===== src/rtl/cache_line_fill_pkg.sv =====
// Shared SDRAM line-fill definitions: FSM state codes and cache line geometry.
package cache_line_fill_pkg;

  localparam int unsigned LINE_INDEX_W = 6;
  localparam int unsigned LINE_OFS_W   = 2;
  localparam int unsigned SDRAM_BEAT_W = 16;

  localparam int unsigned STATE_W = 2;
  typedef logic [STATE_W-1:0] state_t;

  localparam logic [1:0] ST_IDLE = 2'd0;
  localparam logic [1:0] ST_REQ  = 2'd1;
  localparam logic [1:0] ST_DATA = 2'd2;
  localparam logic [1:0] ST_DONE = 2'd3;

endpackage


===== src/rtl/cache_line_fill_beat_packer.sv =====
// Assembles pairs of SDRAM beats into big-endian words; the second beat of a
// pair raises a combinational word-ready strobe together with the full word.
module cache_line_fill_beat_packer
  import cache_line_fill_pkg::*;
#(
  parameter int unsigned BEAT_W = SDRAM_BEAT_W
) (
  input  logic                  clock,
  input  logic                  reset_n,
  input  logic                  clear,
  input  logic                  beat_valid,
  input  logic [BEAT_W-1:0]     beat_data,
  output logic                  word_ready_c,
  output logic [2*BEAT_W-1:0]   word_c
);

  logic              half_q;
  logic [BEAT_W-1:0] hi_q;

  // Half-flag toggles per accepted beat; the first beat of a pair is the high half.
  always_ff @(posedge clock) begin
    if (!reset_n || clear) begin
      half_q <= 1'b0;
      hi_q   <= '0;
    end else if (beat_valid) begin
      half_q <= ~half_q;
      if (!half_q) begin
        hi_q <= beat_data;
      end
    end
  end

  assign word_ready_c = beat_valid && half_q;
  assign word_c       = {hi_q, beat_data};

endmodule


===== src/rtl/cache_line_fill.sv =====
// Refills one cache line from an SDRAM wrapping burst, writing 32-bit words
// critical-word-first into the line RAM write port.
module cache_line_fill
#(
  parameter int unsigned INDEX_W = cache_line_fill_pkg::LINE_INDEX_W,
  parameter int unsigned OFS_W   = cache_line_fill_pkg::LINE_OFS_W,
  parameter int unsigned BEAT_W  = cache_line_fill_pkg::SDRAM_BEAT_W
) (
  input  logic                       clock,
  input  logic                       reset_n,
  input  logic                       fill_req,
  input  logic [INDEX_W-1:0]         fill_index,
  input  logic [OFS_W-1:0]           fill_ofs,
  output logic                       fill_busy,
  output logic                       fill_done,
  output logic                       crit_valid,
  output logic [2*BEAT_W-1:0]        crit_data,
  output logic                       sdram_req,
  input  logic                       sdram_ack,
  output logic [OFS_W-1:0]           sdram_ofs,
  input  logic                       sdram_dv,
  input  logic [BEAT_W-1:0]          sdram_dq,
  output logic                       ram_wren,
  output logic [INDEX_W+OFS_W-1:0]   ram_address,
  output logic [2*BEAT_W-1:0]        ram_data
);

  import cache_line_fill_pkg::*;

  localparam int unsigned WORD_W = 2 * BEAT_W;
  localparam int unsigned ADDR_W = INDEX_W + OFS_W;
  localparam int unsigned CNT_W  = OFS_W + 1;
  localparam int unsigned WORDS  = 1 << OFS_W;

  state_t              state_q, state_d;
  logic [INDEX_W-1:0]  index_q, index_d;
  logic [OFS_W-1:0]    ofs_q, ofs_d;
  logic [OFS_W-1:0]    ptr_q, ptr_d;
  logic [CNT_W-1:0]    cnt_q, cnt_d;
  logic                busy_q, busy_d;
  logic                req_q, req_d;
  logic                done_q, done_d;
  logic                wren_q, wren_d;
  logic                crit_valid_q, crit_valid_d;
  logic [WORD_W-1:0]   crit_data_q, crit_data_d;
  logic [WORD_W-1:0]   ram_data_q, ram_data_d;
  logic [ADDR_W-1:0]   ram_address_q, ram_address_d;

  logic                line_full_c;
  logic                beat_accept_c;
  logic                word_ready_c;
  logic [WORD_W-1:0]   word_c;

  // Beats count from the ack cycle until the last word has been assembled.
  assign line_full_c   = (cnt_q == CNT_W'(WORDS));
  assign beat_accept_c = sdram_dv &&
                         (((state_q == ST_REQ) && sdram_ack) ||
                          ((state_q == ST_DATA) && !line_full_c));

  cache_line_fill_beat_packer #(
    .BEAT_W (BEAT_W)
  ) u_packer (
    .clock        (clock),
    .reset_n      (reset_n),
    .clear        (state_q == ST_IDLE),
    .beat_valid   (beat_accept_c),
    .beat_data    (sdram_dq),
    .word_ready_c (word_ready_c),
    .word_c       (word_c)
  );

  always_ff @(posedge clock) begin
    if (!reset_n) begin
      state_q       <= ST_IDLE;
      index_q       <= '0;
      ofs_q         <= '0;
      ptr_q         <= '0;
      cnt_q         <= '0;
      busy_q        <= 1'b0;
      req_q         <= 1'b0;
      done_q        <= 1'b0;
      wren_q        <= 1'b0;
      crit_valid_q  <= 1'b0;
      crit_data_q   <= '0;
      ram_data_q    <= '0;
      ram_address_q <= '0;
    end else begin
      state_q       <= state_d;
      index_q       <= index_d;
      ofs_q         <= ofs_d;
      ptr_q         <= ptr_d;
      cnt_q         <= cnt_d;
      busy_q        <= busy_d;
      req_q         <= req_d;
      done_q        <= done_d;
      wren_q        <= wren_d;
      crit_valid_q  <= crit_valid_d;
      crit_data_q   <= crit_data_d;
      ram_data_q    <= ram_data_d;
      ram_address_q <= ram_address_d;
    end
  end

  always_comb begin
    state_d       = state_q;
    index_d       = index_q;
    ofs_d         = ofs_q;
    ptr_d         = ptr_q;
    cnt_d         = cnt_q;
    busy_d        = busy_q;
    req_d         = req_q;
    done_d        = 1'b0;
    wren_d        = 1'b0;
    crit_valid_d  = 1'b0;
    crit_data_d   = crit_data_q;
    ram_data_d    = ram_data_q;
    ram_address_d = ram_address_q;

    case (state_q)
      ST_IDLE: begin
        if (fill_req) begin
          index_d = fill_index;
          ofs_d   = fill_ofs;
          ptr_d   = fill_ofs;
          cnt_d   = '0;
          busy_d  = 1'b1;
          req_d   = 1'b1;
          state_d = ST_REQ;
        end
      end
      ST_REQ: begin
        if (sdram_ack) begin
          req_d   = 1'b0;
          state_d = ST_DATA;
        end
      end
      ST_DATA: begin
        // The last word is being written this cycle; announce completion next.
        if (line_full_c) begin
          done_d  = 1'b1;
          state_d = ST_DONE;
        end
      end
      ST_DONE: begin
        busy_d  = 1'b0;
        state_d = ST_IDLE;
      end
      default: begin
        state_d = ST_IDLE;
        busy_d  = 1'b0;
        req_d   = 1'b0;
      end
    endcase

    // A completed pair is written on the following cycle at the wrapping pointer.
    if (word_ready_c) begin
      wren_d        = 1'b1;
      ram_data_d    = word_c;
      ram_address_d = {index_q, ptr_q};
      ptr_d         = ptr_q + OFS_W'(1);
      cnt_d         = cnt_q + CNT_W'(1);
      if (cnt_q == '0) begin
        crit_valid_d = 1'b1;
        crit_data_d  = word_c;
      end
    end
  end

  assign fill_busy   = busy_q;
  assign fill_done   = done_q;
  assign crit_valid  = crit_valid_q;
  assign crit_data   = crit_data_q;
  assign sdram_req   = req_q;
  assign sdram_ofs   = ofs_q;
  assign ram_wren    = wren_q;
  assign ram_address = ram_address_q;
  assign ram_data    = ram_data_q;

endmodule


===== config.mk =====
export PLATFORM = sky130hd
export DESIGN_NAME = cache_line_fill
export DESIGN_NICKNAME = d
export VERILOG_FILES = /design/src/rtl/cache_line_fill_pkg.sv /design/src/rtl/cache_line_fill_beat_packer.sv /design/src/rtl/cache_line_fill.sv
export SDC_FILE = /design/constraint.sdc
export NUM_CORES = 1
export LEC_CHECK = 0
export ABC_AREA = 0
export BUFFER_PORTS_ARGS = -buffer_cell sky130_fd_sc_hd__buf_2
export CAP_MARGIN = 10
export CORE_MARGIN = 5
export CORE_UTILIZATION = 56
export DETAILED_ROUTE_END_ITERATION = 7
export MAX_ROUTING_LAYER = met4
export PLACE_DENSITY = 0.81
export SLEW_MARGIN = 20
export SYNTH_ARGS = -nofsm -noshare
export SYNTH_HDL_FRONTEND = slang
export SYNTH_SLANG_ARGS = --single-unit

===== constraint.sdc =====
create_clock -name clock -period 5.21 [get_ports clock]
set_input_delay 0.521 -clock clock [delete_from_list [all_inputs] [get_ports clock]]
set_output_delay 0.521 -clock clock [all_outputs]
set_load 0.05 [all_outputs]

# Word level (Yosys, flattened, before mapping)
# Cells that the tools add are included.
word_totals:
  ff_bits: 109
  input_bits: 29
  output_inout_bits: 79
  word_cells: 65
classes:
  add_sub_neg: 2
  n_eq_ne: 7
  n_mux: 17
  bitwise_logic: 1
  n_reduce_logical: 23
ops:
  columns: ["op", "n"]
  rows:
  - ["2-bit AND reduction", 7]
  - ["2-bit two-way mux", 6]
  - ["3-bit two-way mux", 3]
  - ["2-bit one-hot mux with 4 select lines", 1]
  - ["2-bit nonzero test", 4]
  - ["2-bit inequality test (second input constant)", 3]
  - ["3-bit AND reduction", 2]
  - ["1-bit two-way mux", 5]
  - ["2-bit == test (second input constant)", 2]
  - ["1-bit logical AND", 4]
  - ["1-bit one-hot mux with 2 select lines", 2]
  - ["3-bit by 1-bit adder with 3-bit output (second input constant)", 1]
  - ["3-bit == test (second input constant)", 1]
  - ["3-bit logical NOT", 1]
  - ["2-bit by 1-bit adder with 2-bit output (second input constant)", 1]
  - ["2-bit by 1-bit == test with 1-bit output (second input constant)", 1]
  - ["1-bit logical NOT", 2]
  - ["2-bit logical NOT", 1]
  - ["1-bit logical OR", 2]
  - ["1-bit NOT", 1]

# Longest topological paths before layout
depth:
  ltp_word: 8
  mapped_depth: 8
  ltp_nobuf: 6

# By module
# From an unflattened synthesis, not the netlist that was laid out.
hier_totals:
  hier_cells: 465
  area_unflattened_um2: 4489.3
modules_own_cells:
  columns: ["module", "instances", "cells_each", "area_each_um2", "seq_area_each_um2"]
  rows:
  - ["cache_line_fill", 1, 372, 3683.5, 1841.8]
  - ["cache_line_fill_beat_packer", 1, 93, 805.8, 340.3]

# Worst setup path after synthesis
# Ideal clock, no wire load.
synth_timing:
  path_type: "register -> register"
  startpoint: "register cnt_q[0]"
  endpoint: "register u_packer.hi_q[10]"
  t_arrival_ns: 1.692
  required_time_ns: 5.082
  path_slack_ns: 3.390
  path_stages_with_launch: 8
  n_path_buf: 1
  period_less_slack_ns: 1.820
  path_cell_list: "dfxtp_1 inv_1 ha_1 a21bo_4 a211oi_4 buf_8 mux2i_1 nor2_1"
synth_via:
  elab_chain_cells: 6
synth_rtl:
  columns: ["item", "line", "source"]
  rows:
  - ["start, declared", "cache_line_fill.sv:39", "logic [CNT_W-1:0] cnt_q, cnt_d;"]
  - ["start signal, assigned", "cache_line_fill.sv:92", "cnt_q <= cnt_d;"]
  - ["3-bit == test", "cache_line_fill.sv:55", "assign line_full_c = (cnt_q == CNT_W'(WORDS));"]
  - ["1-bit logical NOT", "cache_line_fill.sv:58", "((state_q == ST_DATA) && !line_full_c));"]
  - ["1-bit logical AND", "cache_line_fill.sv:58", null]
  - ["1-bit logical OR", "cache_line_fill.sv:57", "(((state_q == ST_REQ) && sdram_ack) ||"]
  - ["1-bit logical AND", "cache_line_fill.sv:56", "assign beat_accept_c = sdram_dv &&"]
  - ["2-bit AND reduction (no source line)", null, null]
  - ["end signal, assigned", "cache_line_fill_beat_packer.sv:28", "hi_q <= beat_data;"]
  - ["end, declared", "cache_line_fill_beat_packer.sv:18", "logic [BEAT_W-1:0] hi_q;"]
# Every way passes these cells.
# A chain may end at the register's enable or synchronous reset.

# Final worst setup path
layout_timing:
  startpoint: "register cnt_q[0]"
  endpoint: "register crit_data_q[20] (netlist: crit_data[20])"
layout_via:
  elab_chain_cells: 7
layout_rtl:
  columns: ["item", "line", "source"]
  rows:
  - ["3-bit == test", "cache_line_fill.sv:55", null]
  - ["1-bit logical NOT", "cache_line_fill.sv:58", null]
  - ["1-bit logical AND", "cache_line_fill.sv:58", null]
  - ["1-bit logical OR", "cache_line_fill.sv:57", null]
  - ["1-bit logical AND", "cache_line_fill.sv:56", null]
  - ["1-bit logical AND", "cache_line_fill_beat_packer.sv:33", "assign word_ready_c = beat_valid && half_q;"]
  - ["2-bit AND reduction (no source line) (*)", null, null]
  - ["end signal, assigned", "cache_line_fill.sv:98", "crit_data_q <= crit_data_d;"]
  - ["end, declared", "cache_line_fill.sv:45", "logic [WORD_W-1:0] crit_data_q, crit_data_d;"]
# Mark *: on every way between the ends. The rest lies on a longest branch, timed or not.

==> flow_metrics.py <==
metrics = {
    "timing": {
        "hold_viol": 0,
        "worst_clock_skew_ns": 0.009661,
        "max_freq_mhz": 414.1,
        "worst_slew_pin_slew_ns": 1.062,
        "setup_slack_ns": 2.795,
        "fin_crit_ns": 2.415,
        "rsz0062_at_grt": "false",
        "maxSlewHeadroom": 0.2920,
        "final_max_slew_viol_count": 0,
        "finalCritPeriodShare": 0.4635,
        "fin_tns_setup_ns": 0,
        "setup_violations": 0,
    },
    "final_layout": {
        "layout_commonest_cell": "nand2_1",
        "nets": 609,
        "num-fill-cells": 588,
        "multi_input_gate_area_mm2": 0.001678,
        "diodes": 0,
        "drive_above_1_share": 0.2288,
        "area_growth_pct": 21.12,
        "ff_latch_area_mm2": 0.002182,
        "mostFrequentLayoutCells": "nand2_1 (166), dfxtp_1 (109), buf_2 (107), a21oi_1 (85), nor2_1 (27)",
    },
    "setup_path": {
        "required_ns": 5.52,
        "worst_path_max_delay_cell": "o211a_1",
        "critical_path.max_fanout": 32,
        "worst-setup-path-type": "reg -> reg",
        "endpoint_kind": "register",
        "critPathBufInv": 1,
        "worstPathCellList": "inv_1 -> ha_1 -> a21boi_1 -> o211a_1 -> nand2_1 -> a21oi_1",
        "path_delay_family": "compound AO/OA/AOI/OAI gates",
        "timing.critical_path.arrival_ns": 2.72,
        "critical_path_max_stage_delay_ns": 0.94,
        "critPathLaunchType": "register",
    },
    "cts": {
        "clock_sink_count": 109,
        "cts_inserted_buffers": 9,
        "clock_tree_from_tritoncts": "done",
        "post_cts_resize_count": 0,
        "worst_skew_pair_later_pin_latency_ns": 0.37,
        "cts.hold.buffers_added": 0,
        "clockBufferDepth": 2,
        "postCtsSetupBuffers": 0,
        "clkTransAtPathRegs_ns": 0.10,
        "htree_num_levels": 3,
        "clock-root-buffer": "clkbuf_8",
    },
    "floorplanning": {
        "fp-row-count": 30,
        "initial_utilization": 0.5821,
        "boundaryPins": 108,
        "die-area_mm2": 0.008931,
        "placeableCoreArea_mm2": 0.006869,
        "die_width_um": 94.51,
        "die_height_um": 94.51,
    },
    "yosys": {
        "syn_area_per_cell_um2": 8.348,
        "synth.largest_area_cell": "dfxtp_1",
        "yosys_register_bits": 109,
        "synth.distinct_cells": 33,
        "number_of_flops_mapped_to_enable_cells_by_yosys": 0,
        "post_synth_inst_count": 479,
        "yosysWarningCount": 0,
        "netlist_top_cells_area": "dfxtp_1 (55%), nand2_1 (16%), a21oi_1 (11%), mux2i_1 (4.3%), nor2_1 (2.5%)",
        "syn-num-nets": 515,
        "async_flop_share": 0,
        "post_synth_instance_area_mm2": 0.003999,
        "synth_top_area_frac": 0.5457,
        "seq_area_frac_synth": 0.5457,
        "synth_top_flop_cell": "dfxtp_1",
    },
    "run_status": {
        "run_status": "finished, final reports clean",
    },
    "global_route": {
        "grt_start_max_net_pins": 59,
        "layer_with_the_highest_usage_after_global_routing": "met2",
        "groute.layer.met3.usage": 0.05020,
        "grt.overflow.total": 0,
        "globalRouteMet1Util": 0.2612,
        "grt_usage": 0.2287,
        "antenna_found_initial": 0,
        "number_of_global_route_vias_before_repair": 3329,
        "gr-usage-met2": 0.3830,
        "grt_pass1_wl_mm": 15.70,
    },
    "place": {
        "io_buffers": 107,
        "place_congestion": 0.8142,
        "placement.setup.worst_slack_ns": 2.699,
        "estimated_wirelength_of_the_detail_placed_design_mm": 6.403,
    },
    "route": {
        "drc_errors": 0,
        "finalWirelength_mm": 9.704,
        "drt_pre_antenna_iters": 4,
        "vias": 3512,
        "detail_route.vias_per_cell": 5.218,
        "remaining_number_of_nets_flagged_by_the_antenna_check_after_routing": 0,
        "routed_wire_length_per_instance_um": 14.42,
        "drtIter0Drc": 193,
    },
    "pwr": {
        "cellLeakagePower_nw": 1.973,
        "vdd_ir_drop_max_mv": 0.2022,
        "pwr_density_cell_mw_per_mm2": 376.3,
    },
    "run": {
        "maxCapViolations": 0,
    },
    "worst_hold_path": {
        "timing.hold.worst.class": "in -> reg",
    },
}
## where the power goes
| part | internal, mW | total, mW | leakage, nW | switching, mW |
|---|---|---|---|---|
| clock network | 0.284 | 0.569 | 0.113 | 0.285 |
| logic | 0.126 | 0.351 | 0.980 | 0.225 |
| registers | 0.873 | 0.903 | 0.880 | 0.0295 |
| total | 1.28 | 1.82 | 1.97 | 0.539 |
## cell usage after synthesis (all sizes together), types with 2 or more instances
library cell and count:
nand2 166, nand3 3, and2 3, nor2 27, clkbuf 15, o211ai 2, a21oi 85, nand3b 2
o21ai 2, nand2b 2, ha 7, a21boi 2, dfxtp 109, a211oi 2, inv 6, buf 14
nor2b 5, mux2i 17
## metal layers
metal  routed length, um  vias to the layer above  share of wire
met5                   0                        -              0
met4                 232                        0          0.024
met3                 590                       18          0.061
met1                4063                     1646           0.42
met2                4817                      103           0.50
li1                    -                     1745              -
## cell type report
cell class / instances / area share
Clock buffer: 10 / 0.02842
Clock inverter: 5 / 0.01705
Inverter: 6 / 0.004650
Multi-Input combinational cell: 335 / 0.3464
Sequential cell: 109 / 0.4505
Tap cell: 96 / 0.02480
Timing Repair Buffer: 112 / 0.1281
## cell families after synthesis
logic type                 share of synthesized area
DFF                                           0.5457
AOI/OAI and AO/OA                             0.1389
xor gates and xnor gates                    0.002191
muxes                                        0.04255
buffers and inverters                        0.03942
and+or+nand+nor                               0.2093
adders and majority gates                    0.02190
## sequential cells by signal (all words and copies together), names as in the netlist
| name | count |
|---|---|
| ram_wren | 1 |
| u_packer.hi_q | 16 |
| sdram_ofs | 2 |
| ptr_q | 2 |
| crit_valid | 1 |
| fill_done | 1 |
| state_q | 2 |
| cnt_q | 3 |
| sdram_req | 1 |
| ram_data | 32 |
| crit_data | 32 |
| ram_address | 8 |
| fill_busy | 1 |
| index_q | 6 |
| u_packer.half_q | 1 |
## tightest hold or removal path, stage by stage
cell	delay (ns)
buf_2	0.09
nand2_1	0.04
a21oi_1	0.05
## metrics by stage
| step | total power [mW] | utilization | cells | cell area, um2 | hold WS, ns |
|---|---|---|---|---|---|
| after detailed placement | 1.263 | 0.6628 | 655 | 4553 | 0.4446 |
| after floorplan | 1.186 | - | 479 | 3999 | 0.4321 |
| after global placement | 1.248 | 0.6628 | 655 | 4553 | 0.4382 |
| after global routing | 1.915 | 0.7051 | 673 | 4843 | 0.3761 |
| final | 1.823 | 0.7051 | 673 | 4843 | 0.3786 |
| after CTS | 1.823 | 0.6949 | 670 | 4773 | 0.3680 |
## path summary, 6_finish.rpt
| kind | cells after the start | startpoint | slack (ns) | end |
|---|---|---|---|---|
| worst max-delay path | 6 | cnt_q[0] | 2.80 | crit_data[20] |
| worst min register to register | 2 | index_q[1] | 0.45 | ram_address[3] |
| worst min-delay path | 3 | fill_index[5] | 0.38 | index_q[5] |
| worst max register to register | 6 | cnt_q[0] | 2.80 | crit_data[20] |
(Power assumes the default switching activity.)
